## config.mk

```make
export PLATFORM = sky130hd
export DESIGN_NAME = io_dma_master
export DESIGN_NICKNAME = d
export VERILOG_FILES = /design/src/rtl/io_dma_master.sv
export SDC_FILE = /design/constraint.sdc
export NUM_CORES = 1
export LEC_CHECK = 0
export CORE_ASPECT_RATIO = 1.4
export CORE_UTILIZATION = 38
export DETAILED_ROUTE_END_ITERATION = 16
export PLACE_DENSITY_LB_ADDON = 0.15
export SYNTH_ARGS = -nofsm -noshare
export SYNTH_HDL_FRONTEND = slang
export SYNTH_SLANG_ARGS = --single-unit
```

## constraint.sdc

```tcl
create_clock -name pclk -period 2.7 [get_ports pclk]
set_input_delay 0.54 -clock pclk [delete_from_list [all_inputs] [get_ports pclk]]
set_output_delay 0.54 -clock pclk [all_outputs]
set_load 0.02 [all_outputs]
```

## src/rtl/io_dma_master.sv

```systemverilog
// Single-channel word-copy DMA initiator on the peripheral I/O bus; all outputs registered.
// Optional feature macro DMA_TIMEOUT_EN: bounded WAIT states, status=1 on expiry.
module io_dma_master #(
  parameter int TIMEOUT_CYCLES = 1024,
  parameter int CNT_W          = 16,
  parameter int MAX_BIT_POS    = 31
) (
  input  logic                 pclk,
  input  logic                 rst_n,
  input  logic                 start,
  input  logic                 abort,
  input  logic [MAX_BIT_POS:0] src_addr,
  input  logic [MAX_BIT_POS:0] dst_addr,
  input  logic [CNT_W-1:0]     word_count,
  output logic                 busy,
  output logic                 done,
  output logic [1:0]           status,
  output logic [MAX_BIT_POS:0] io_addr,
  output logic                 io_read,
  output logic                 io_write,
  output logic                 burst,
  output logic [2:0]           burst_size,
  output logic                 read_ready,
  output logic [MAX_BIT_POS:0] io_wdata,
  output logic [1:0]           io_byte_size,
  input  logic [MAX_BIT_POS:0] io_rdata,
  input  logic                 io_ready
);

  localparam int AW = MAX_BIT_POS + 1;

  typedef enum logic [2:0] {
    IDLE, RD_SETUP, RD_WAIT, RD_ACK, WR_SETUP, WR_WAIT, FIN
  } state_t;

  state_t           state_q, state_d;
  logic [AW-1:0]    src_q, src_d, dst_q, dst_d, data_q, data_d;
  logic [CNT_W-1:0] cnt_q, cnt_d;
  logic [1:0]       status_d;
  logic             in_busy, in_wait, tmo_hit, busy_d;

  assign in_busy = (state_q != IDLE) && (state_q != FIN);
  assign in_wait = (state_q == RD_WAIT) || (state_q == WR_WAIT);
  assign busy_d  = (state_d != IDLE) && (state_d != FIN);

`ifdef DMA_TIMEOUT_EN
  localparam int TW = $clog2(TIMEOUT_CYCLES + 1);
  logic [TW-1:0] tmo_cnt;

  // Any state change (including re-entry of a WAIT state) restarts the count.
  always_ff @(posedge pclk or negedge rst_n) begin
    if (!rst_n)                   tmo_cnt <= '0;
    else if (state_q != state_d)  tmo_cnt <= '0;
    else if (in_wait && !io_ready) tmo_cnt <= tmo_cnt + 1'b1;
  end

  assign tmo_hit = in_wait && !io_ready && (tmo_cnt == TW'(TIMEOUT_CYCLES - 1));
`else
  assign tmo_hit = 1'b0;
`endif

  always_comb begin
    state_d  = state_q;
    src_d    = src_q;
    dst_d    = dst_q;
    data_d   = data_q;
    cnt_d    = cnt_q;
    status_d = status;
    case (state_q)
      IDLE: if (start && !abort) begin
        src_d    = src_addr;
        dst_d    = dst_addr;
        cnt_d    = word_count;
        status_d = 2'd0;
        state_d  = (word_count == '0) ? FIN : RD_SETUP;
      end
      RD_SETUP: state_d = RD_WAIT;
      RD_WAIT: if (io_ready) begin
        data_d  = io_rdata;
        state_d = RD_ACK;
      end
      RD_ACK: begin
        src_d   = src_q + AW'(4);
        state_d = WR_SETUP;
      end
      WR_SETUP: state_d = WR_WAIT;
      WR_WAIT: if (io_ready) begin
        dst_d   = dst_q + AW'(4);
        cnt_d   = cnt_q - 1'b1;
        state_d = (cnt_q == CNT_W'(1)) ? FIN : RD_SETUP;
      end
      FIN:     state_d = IDLE;
      default: state_d = IDLE;
    endcase
    // Abort beats a simultaneous io_ready: the beat is discarded, not counted.
    if (in_busy && abort) begin
      state_d  = FIN;
      status_d = 2'd2;
      src_d    = src_q;
      dst_d    = dst_q;
      data_d   = data_q;
      cnt_d    = cnt_q;
    end else if (tmo_hit) begin
      state_d  = FIN;
      status_d = 2'd1;
    end
  end

  always_ff @(posedge pclk or negedge rst_n) begin
    if (!rst_n) begin
      state_q      <= IDLE;
      src_q        <= '0;
      dst_q        <= '0;
      data_q       <= '0;
      cnt_q        <= '0;
      status       <= 2'd0;
      busy         <= 1'b0;
      done         <= 1'b0;
      io_read      <= 1'b0;
      io_write     <= 1'b0;
      read_ready   <= 1'b0;
      io_byte_size <= 2'b00;
      io_addr      <= '0;
      io_wdata     <= '0;
    end else begin
      state_q      <= state_d;
      src_q        <= src_d;
      dst_q        <= dst_d;
      data_q       <= data_d;
      cnt_q        <= cnt_d;
      status       <= status_d;
      // Outputs decode the next state so they are registered yet track state_q.
      busy         <= busy_d;
      done         <= (state_d == FIN);
      io_read      <= (state_d == RD_WAIT);
      io_write     <= (state_d == WR_WAIT);
      read_ready   <= (state_d == RD_ACK);
      io_byte_size <= busy_d ? 2'b10 : 2'b00;
      if (state_d == RD_SETUP || state_d == RD_WAIT)
        io_addr <= src_d;
      else if (state_d == WR_SETUP || state_d == WR_WAIT) begin
        io_addr  <= dst_d;
        io_wdata <= data_d;
      end
    end
  end

  assign burst      = 1'b0;
  assign burst_size = 3'd0;

endmodule

```

Word-level counts from Yosys, hierarchy flattened
Cells that the tools add are included.

word-level totals
  register bits = 188
  logic and storage cells = 79
  output and inout bits = 77
  input port bits = 117

operators by class
  mux-type cells = 26
  reductions and logical operators = 18
  equal/unequal tests = 16
  $add $sub $neg = 3
  bitwise logic cells = 2

operators with widths
  operator                 number
  $mux W32                 10
  $pmux W32 S2             2
  $add A32 B3 Y32 const B  2
  $mux W16                 2
  $pmux W16 S2             1
  $mux W3                  6
  $pmux W3 S6              1
  $eq A16 B1 Y1 const B    1
  $logic_not A16 Y1        1
  $sub A16 B1 Y16 const B  1
  $eq A3 B3 Y1 const B     5
  $eq A3 B2 Y1 const B     4
  $mux W2                  4
  $reduce_bool A2 Y1       4
  $eq A3 B1 Y1 const B     2
  $ne A3 B3 Y1 const B     2
  $reduce_bool A3 Y1       2
  $logic_and A1 B1 Y1      4
  $ne A2 B2 Y1 const B     2
  $reduce_and A2 Y1        2
  $reduce_and A4 Y1        1
  $logic_not A3 Y1         1
  $logic_or A1 B1 Y1       2
  $not A1 Y1               2
  $logic_not A1 Y1         1

Longest topological paths before layout
  depth after elaboration = 9
  depth in mapped cells = 10

Worst setup path before layout
No wires, ideal clock.

  path type = in2reg
  start = in abort
  end = reg io_addr[22]
  path slack = -35 ps
  data required time = 2,574 ps
  arrival time = 2,610 ps
  cell stages on the path = 9
  setup time = 126 ps
  path buffers = 3
  path through = clkbuf_1 -> or2_2 -> a222oi_1 -> o31ai_1 -> or3b_2 -> buf_2 -> o21a_2 -> buf_4 -> a221o_1

on the way
  longest elaborated chain between the ends = 8

ends and longest elaborated chain
  what                                            RTL line  text
  start: declaration                              11        input logic abort,
  $logic_not A1 Y1                                70        IDLE: if (start && !abort) begin
  $logic_and A1 B1 Y1                             70
  $mux W3                                         70
  $pmux W3 S6                                     69        case (state_q)
  $mux W3                                         96        if (in_busy && abort) begin
  $eq A3 B1 Y1 (tied with other cells)            139       if (state_d == RD_SETUP || state_d == RD_WAIT)
  $logic_or A1 B1 Y1, on equally long branches    139, 141
  $mux W32 or $reduce_bool A2 Y1 (tied branches)  n/a
  end signal: assignment                          140       io_addr <= src_d;
  end signal: assignment                          142       io_addr <= dst_d;
  end: declaration                                18        output logic [MAX_BIT_POS:0] io_addr,

Parallel ways exist; a longest one is shown, timed or not. The select of a mux whose other input is x is not followed.
A chain may end at the register's enable or synchronous reset.

Final worst setup path
  start = reg cnt_q[6]
  end = reg io_addr[9]

on the way
  longest elaborated chain between the ends = 8

ends and longest elaborated chain
  what                                            RTL line  text
  start: declaration                              38        logic [CNT_W-1:0] cnt_q, cnt_d;
  start signal: assignment                        130       cnt_q <= cnt_d;
  $eq A16 B1 Y1 (*)                               90        state_d = (cnt_q == CNT_W'(1)) ? FIN : RD_SETUP;
  $mux W3 (*)                                     90
  $mux W3 (*)                                     87        WR_WAIT: if (io_ready) begin
  $pmux W3 S6 (*)                                 69
  $mux W3 (*)                                     96
  $eq A3 B1 Y1 (tied with other cells)            139
  $logic_or A1 B1 Y1, on equally long branches    139, 141
  $mux W32 or $reduce_bool A2 Y1 (tied branches)  n/a

Mark *: on every way between the ends. The rest lies on a longest branch, timed or not.

==> reports/metrics.cfg <==
[logic_synthesis]
ys_types = 67
synth_top_family_by_area = simple AND/OR/NAND/NOR gates
syn_area_per_cell_sq_um = 9.40
netlist_top_cells_count = nand2_1 (187), dfrtp_1 (185), o21ai_0 (62)
synth_simple_gate_area_share_pct = 22.4
synth_xor_area_share_pct = 0.637
synthCells = 1024
ys.flop_type = dfrtp_1
synth_fa_ha_area_share_pct = 0.520
synth_edf_count = 0
netlist_area_sq_um = 9630
synth.area.top_cells = dfrtp_1 (48%), nand2_1 (7.3%), a221o_1 (4.3%)
async_reset_ff_share_pct = 100
synth_compound_area_share_pct = 19.7
ys_seq_area_share_pct = 48.1
ys_warn_count = 0
synth_top_area_share_pct = 48.1
ys_ff_latch = 185
yosys.area.top_type = dfrtp_1
muxShareOfSynthArea_pct = 4.69
synth.most_common_cell = nand2_1

[run]
drv_cap = 0

[power_and_ir_drop]
peakVddDrop_uv = 705
power.density_nw_per_um2 = 1140
leakagePower_nw = 5.91
p_total_mw = 15.5

[worst_setup_path]
reg2reg_to = io_addr[9]
cp.required_ps = 3020
crit_path_start_kind = flip-flop
cp_max_fo = 10
cp_data_arrival_time_ps = 3020
r2r_slack_ps = 4
crit_type = reg -> reg
rr_startpoint = cnt_q[6]
end_kind = flip-flop
worst-r2r-cell-count = 9

[timing]
slew_violations = 0
rsz0062_at_grt = true
finalCritPeriodShare_pct = 99.8
fmax_mhz = 371
hold_viol = 0
setup_viol = 0
period_needed_ps = 2700
max-slew-margin-rel_pct = 57.9
timing.final.ws_setup_ps = 4.23
fin_skew_ps = 7.49
tightest_slew_ps = 627
tns_ps = 0
fin_hold_ws_ps = 92.0

[detailed_routing]
routed_via_density = 5.71
drt_drc_violations_left = 0
drt_iter0_markers = 540
via_count = 9345
dr.pass1.iters = 7
wl_um = 33400
ant_nets = 0
wl_per_cell_um = 20.4

[floorplanning]
ios = 194
die_area_sq_um = 26000
die_h_um = 190
core-area_sq_um = 24800
die_w_um = 137
num_rows = 68
start_util_pct = 38.9

[global_route]
grt.total_usage_pct = 26.2
antenna_found_initial = 0
grt_overflow = 0
grt_max_degree = 60
grt_pass1_wl_um = 51200
grt_pass1_vias = 9362

[clocking]
cts-htree-levels = 4
path_clk_slew_ps = 70
clockBufferDepth = 2
worstSkewPairLatency_ps = 440
cts_buffers = 17
clock-sinks = 185
cts_tree = done
root_buffer = clkbuf_16

[place]
dp_hpwl_um = 24700
io_buffers = 187
place.gp.congestion = 0.958
place_ws_ps = -293

[status]
status = finished clean

[layout]
syn2layout_area_growth_pct = 40.7
insertedDiodeCount = 0
layout.nets = 1431
drive_gt1_share_pct = 17.8

[hold_path]
min_path_type = in -> async

critical path: stages (launching register included):
cell,delay [ps]
dfrtp_1,380
or4_4,540
or2_4,280
o32a_1,410
buf_4,160
nand4_1,140
buf_4,170
clkbuf_16,160
a21oi_1,70
a221o_1,270
stage by stage:
stage	util, %	instance area, sq um	cells
after floorplan	-	9660	1029
after global placement	51.8	12800	1598
after detailed placement	51.8	12800	1598
after CTS	54.0	13400	1630
after global routing	54.7	13600	1638
final	54.7	13600	1638
logic make-up (layout without fill, tap and decap cells):
group	count (synthesis)	after routing
flops	185	185
fa+ha+maj	4	4
xor+xnor	7	7
buf+inv	90	384
compound gates	263	263
simple gates	433	433
other cells	1	6
mux	41	41
repair_timing:
item,CTS,global route
buffers inserted,0,4
hold buffers,0,0
pin swaps,1,3
gates cloned,0,4
gates resized for setup,2,12
setup endpoints to repair,58,58
placed cells by master (no fill, tap or decap), types with 5 or more instances in the layout:
cell type and instances:
clkdlybuf4s50_1 186, o211ai_1 8, dfrtp_1 185, buf_4 131, a221o_1 41, inv_6 5
a22o_1 7, and3_1 7, nand2_1 187, nor2_1 47, nor4_1 27, or3_1 7
or4_1 5, and2_1 10, xnor2_1 6, a222oi_1 5, nand4_1 25, a31oi_1 11
nand3b_1 8, buf_12 11, inv_1 14, nand2b_1 9, mux2_2 33, o211a_1 17
and4_1 13, nor3_1 25, o22ai_1 7, conb_1 6, o21ai_0 62, a22oi_1 16
nand3_1 33, clkbuf_16 21, mux2i_1 8, a21oi_1 41
final cells by class:
cell class / instances / area, sq um
Clock inverter: 14 / 111
Tap cell: 315 / 394
Sequential cell: 185 / 4630
Clock buffer: 18 / 429
Multi-Input combinational cell: 754 / 4690
Inverter: 14 / 52.6
Fill cell: 2259 / 11200
Timing Repair Buffer: 338 / 3240
power by group:
part | internal (mW) | switching, mW
logic | 3.84 | 4.21
clock network | 1.20 | 1.16
registers | 4.04 | 1.02
metal layers:
layer  part of all wire [%]  GRT usage (%)  vias up
met2                     50           45.1      312
met5                      0              0        -
met4                    3.6           11.0        0
met1                     40           31.0     4580
li1                       -              -     4384
met3                    6.5           5.98       69
flip-flops by register name, indices dropped and copies added (netlist names), 3 cells and up:
signal    cells
cnt_q        16
data_q       32
dst_q        32
io_addr      32
io_wdata     32
src_q        32
state_q       3
how the worst max path moves through the flow:
stage | start | to
global route | cnt_q[6] | io_addr[19]
detailed placement | start | io_addr[22]
finish | cnt_q[6] | io_addr[9]
global placement | start | io_addr[22]
CTS | cnt_q[6] | io_addr[0]
floorplan | cnt_q[3] | io_addr[29]
(Power assumes the default switching activity.)
==> patch: new RTL, same settings <==
The parameter `CNT_W` goes from 16 to 12.
--- a/src/rtl/io_dma_master.sv
+++ b/src/rtl/io_dma_master.sv
@@ -3,5 +3,5 @@
 module io_dma_master #(
   parameter int TIMEOUT_CYCLES = 1024,
-  parameter int CNT_W          = 16,
+  parameter int CNT_W          = 12,
   parameter int MAX_BIT_POS    = 31
 ) (
Ports: changed (resized word_count); port bits go from 194 to 190. No check against the original RTL was run, so the function may have changed too.
==> patch against the original RTL <==
Clock power rose by 9.3%. Worst setup slack improved by 96 ps. First-iteration DRC count fell by 34%. Routed wire length fell by 11%. Sequential cell count fell by 4. Fmax rose by 3.7%. Sequential share of layout area rose by 1.3 points. Synthesized area fell by 5.5%. Critical path depth rose by 1. Die area fell by 5.5%. Power fell by 5.3%. Critical path type is now primary input to flop. Final area fell by 5.6%.
==> patch: results (changes against the original RTL) <==
[outcome]
status=complete, no violations

[cts]
cts_setup_buffers=0  ; unchanged
cts_resized=1  ; -1
clk_pin_slew_ps=80
worstSkewPairLatency_ps=430
cts_hold_buf=1  ; +1
cts_made_buffers=17  ; unchanged
clock_tree.buffer_depth=2  ; unchanged

[synth]
yosysWarnings=0  ; unchanged
ys_seq_area_share_pct=49.8  ; +1.7 points
synth-async-reset-ratio_pct=100  ; unchanged
netlist_instances=966  ; -5.7%
yosys-top-cells-count=dfrtp_1 (181), nor2_1 (133), nand2_1 (102)
synth-main-ff-cell=dfrtp_1
yosysUniqueCellTypes=62  ; -7.5%
synth_area_leaders=dfrtp_1 (50%), nor2_1 (5.5%), nand2_1 (4.2%), o21ai_0 (4.1%), mux2_2 (4.0%)

[global_routing]
antenna_found_initial=0  ; unchanged
grt_pass1_vias=8558  ; -8.6%
grt_usage_pct=24.8  ; -1.4 points
grt_max_degree=93  ; +55%
grt_pass1_wl_um=46500  ; -9.3%

[route]
via_per_inst=5.45  ; -4.4%
drt-initial-drc-count=357  ; -34%
drtPass1Iterations=5  ; -2
drt-total-wl_um=29800  ; -11%
num_vias=8509  ; -8.9%

[worst_setup_path]
cpMaxStageDelayCell=clkdlybuf4s50_1
worstReg2RegStart=cnt_q[1]
r2r_cells=11  ; +2
crit_fanout=9  ; -1
reg2reg_slack_ps=130  ; +130 ps
slowest_delay_ps=430  ; -110 ps
crit_arrival_ps=2920  ; -100 ps
rr_endpoint=io_addr[13]

[timing]
max_freq_ghz=0.385  ; +3.7%
holdWs_ps=477  ; +385 ps
relSlewSlack_pct=52.5  ; -5.4 points
fin_setup_tns_ps=0  ; unchanged
skew_ps=13.0  ; +5.47 ps

[pwr]
power_leakage_nw=5.50  ; -7.0%
ir_worst_vdd_mv=0.615  ; -13%
p_per_area_nw_per_um2=1140  ; +0.31%

[hold_path]
min_to=src_q[0]
min_path_cells=2
hold_class=flop to flop

[cells_and_area]
layout.nets=1358  ; -5.1%
fillers=2184  ; -3.3%
drive_above_1_share_pct=17.1  ; -0.69 points

[placed_design]
post-dp-hpwl_um=22100  ; -10%
numPortBuffers=183  ; -2.1%
gp_congestion=0.898  ; -6.4%
place_ws_ps=-451  ; -158 ps
place_area_um2=12100  ; -5.4%
dpl.cell_count=1526  ; -4.5%

[run]
drv_cap=0  ; unchanged

-- patch: cell count changes after synthesis, sizes merged, moves of 9 or more --
cell,delta
a221o,-13
a22o,+9
a22oi,+9
and2,+10
clkbuf,-15
nand2,-85
nand4,-13
nor2,+85
nor4,-9
o211a,-17
o21ai,+11
-- patch: layout make-up --
cell class	instances	area share [%]
flip-flops and latches	181	35.4
inverters	14	0.411
repair buffers	318	23.1
multi-input cells	709	33.2
clock buffers	17	3.33
clock inverters	15	1.57
well taps	306	2.99
-- patch: kinds of logic after synthesis --
family,synth area share (%)
and+or+nand+nor,21.5
AOI/OAI and AO/OA,18.5
DFF,49.8
buffers and inverters,4.13
muxes,4.29
xor gates and xnor gates,1.06
adders and majority gates,0.660
other,0.0412
-- patch: power breakdown --
| group | switching, mW | internal (mW) |
|---|---|---|
| Combinational | 3.95 | 3.33 |
| Clock | 1.31 | 1.28 |
| Sequential | 0.874 | 3.90 |
| Total | 6.14 | 8.51 |
-- patch: worst max path at each step --
stage	cells after the start	end	from
CTS	11	io_addr[13]	cnt_q[1]
global route	11	io_addr[25]	cnt_q[1]
detailed placement	9	io_addr[11]	word_count[7]
global placement	8	io_addr[27]	word_count[7]
finish	10	io_addr[11]	word_count[10]
floorplan	10	io_addr[19]	cnt_q[1]
-- patch: metal layers --
metal / vias up / global-route usage, % / wire length, µm
met5: - / 0 / 0
met4: 0 / 13.0 / 1410
met3: 47 / 5.47 / 1660
met2: 258 / 42.1 / 14500
met1: 4158 / 29.3 / 12200
li1: 4046 / - / -
-- patch: worst max-delay path: cells and delay by family --
kind                   cells  cell delay, ps
buffers and inverters      3             790
AND/OR/NAND/NOR            3             750
AO/OA/AOI/OAI              3             690
XOR/XNOR                   1             150
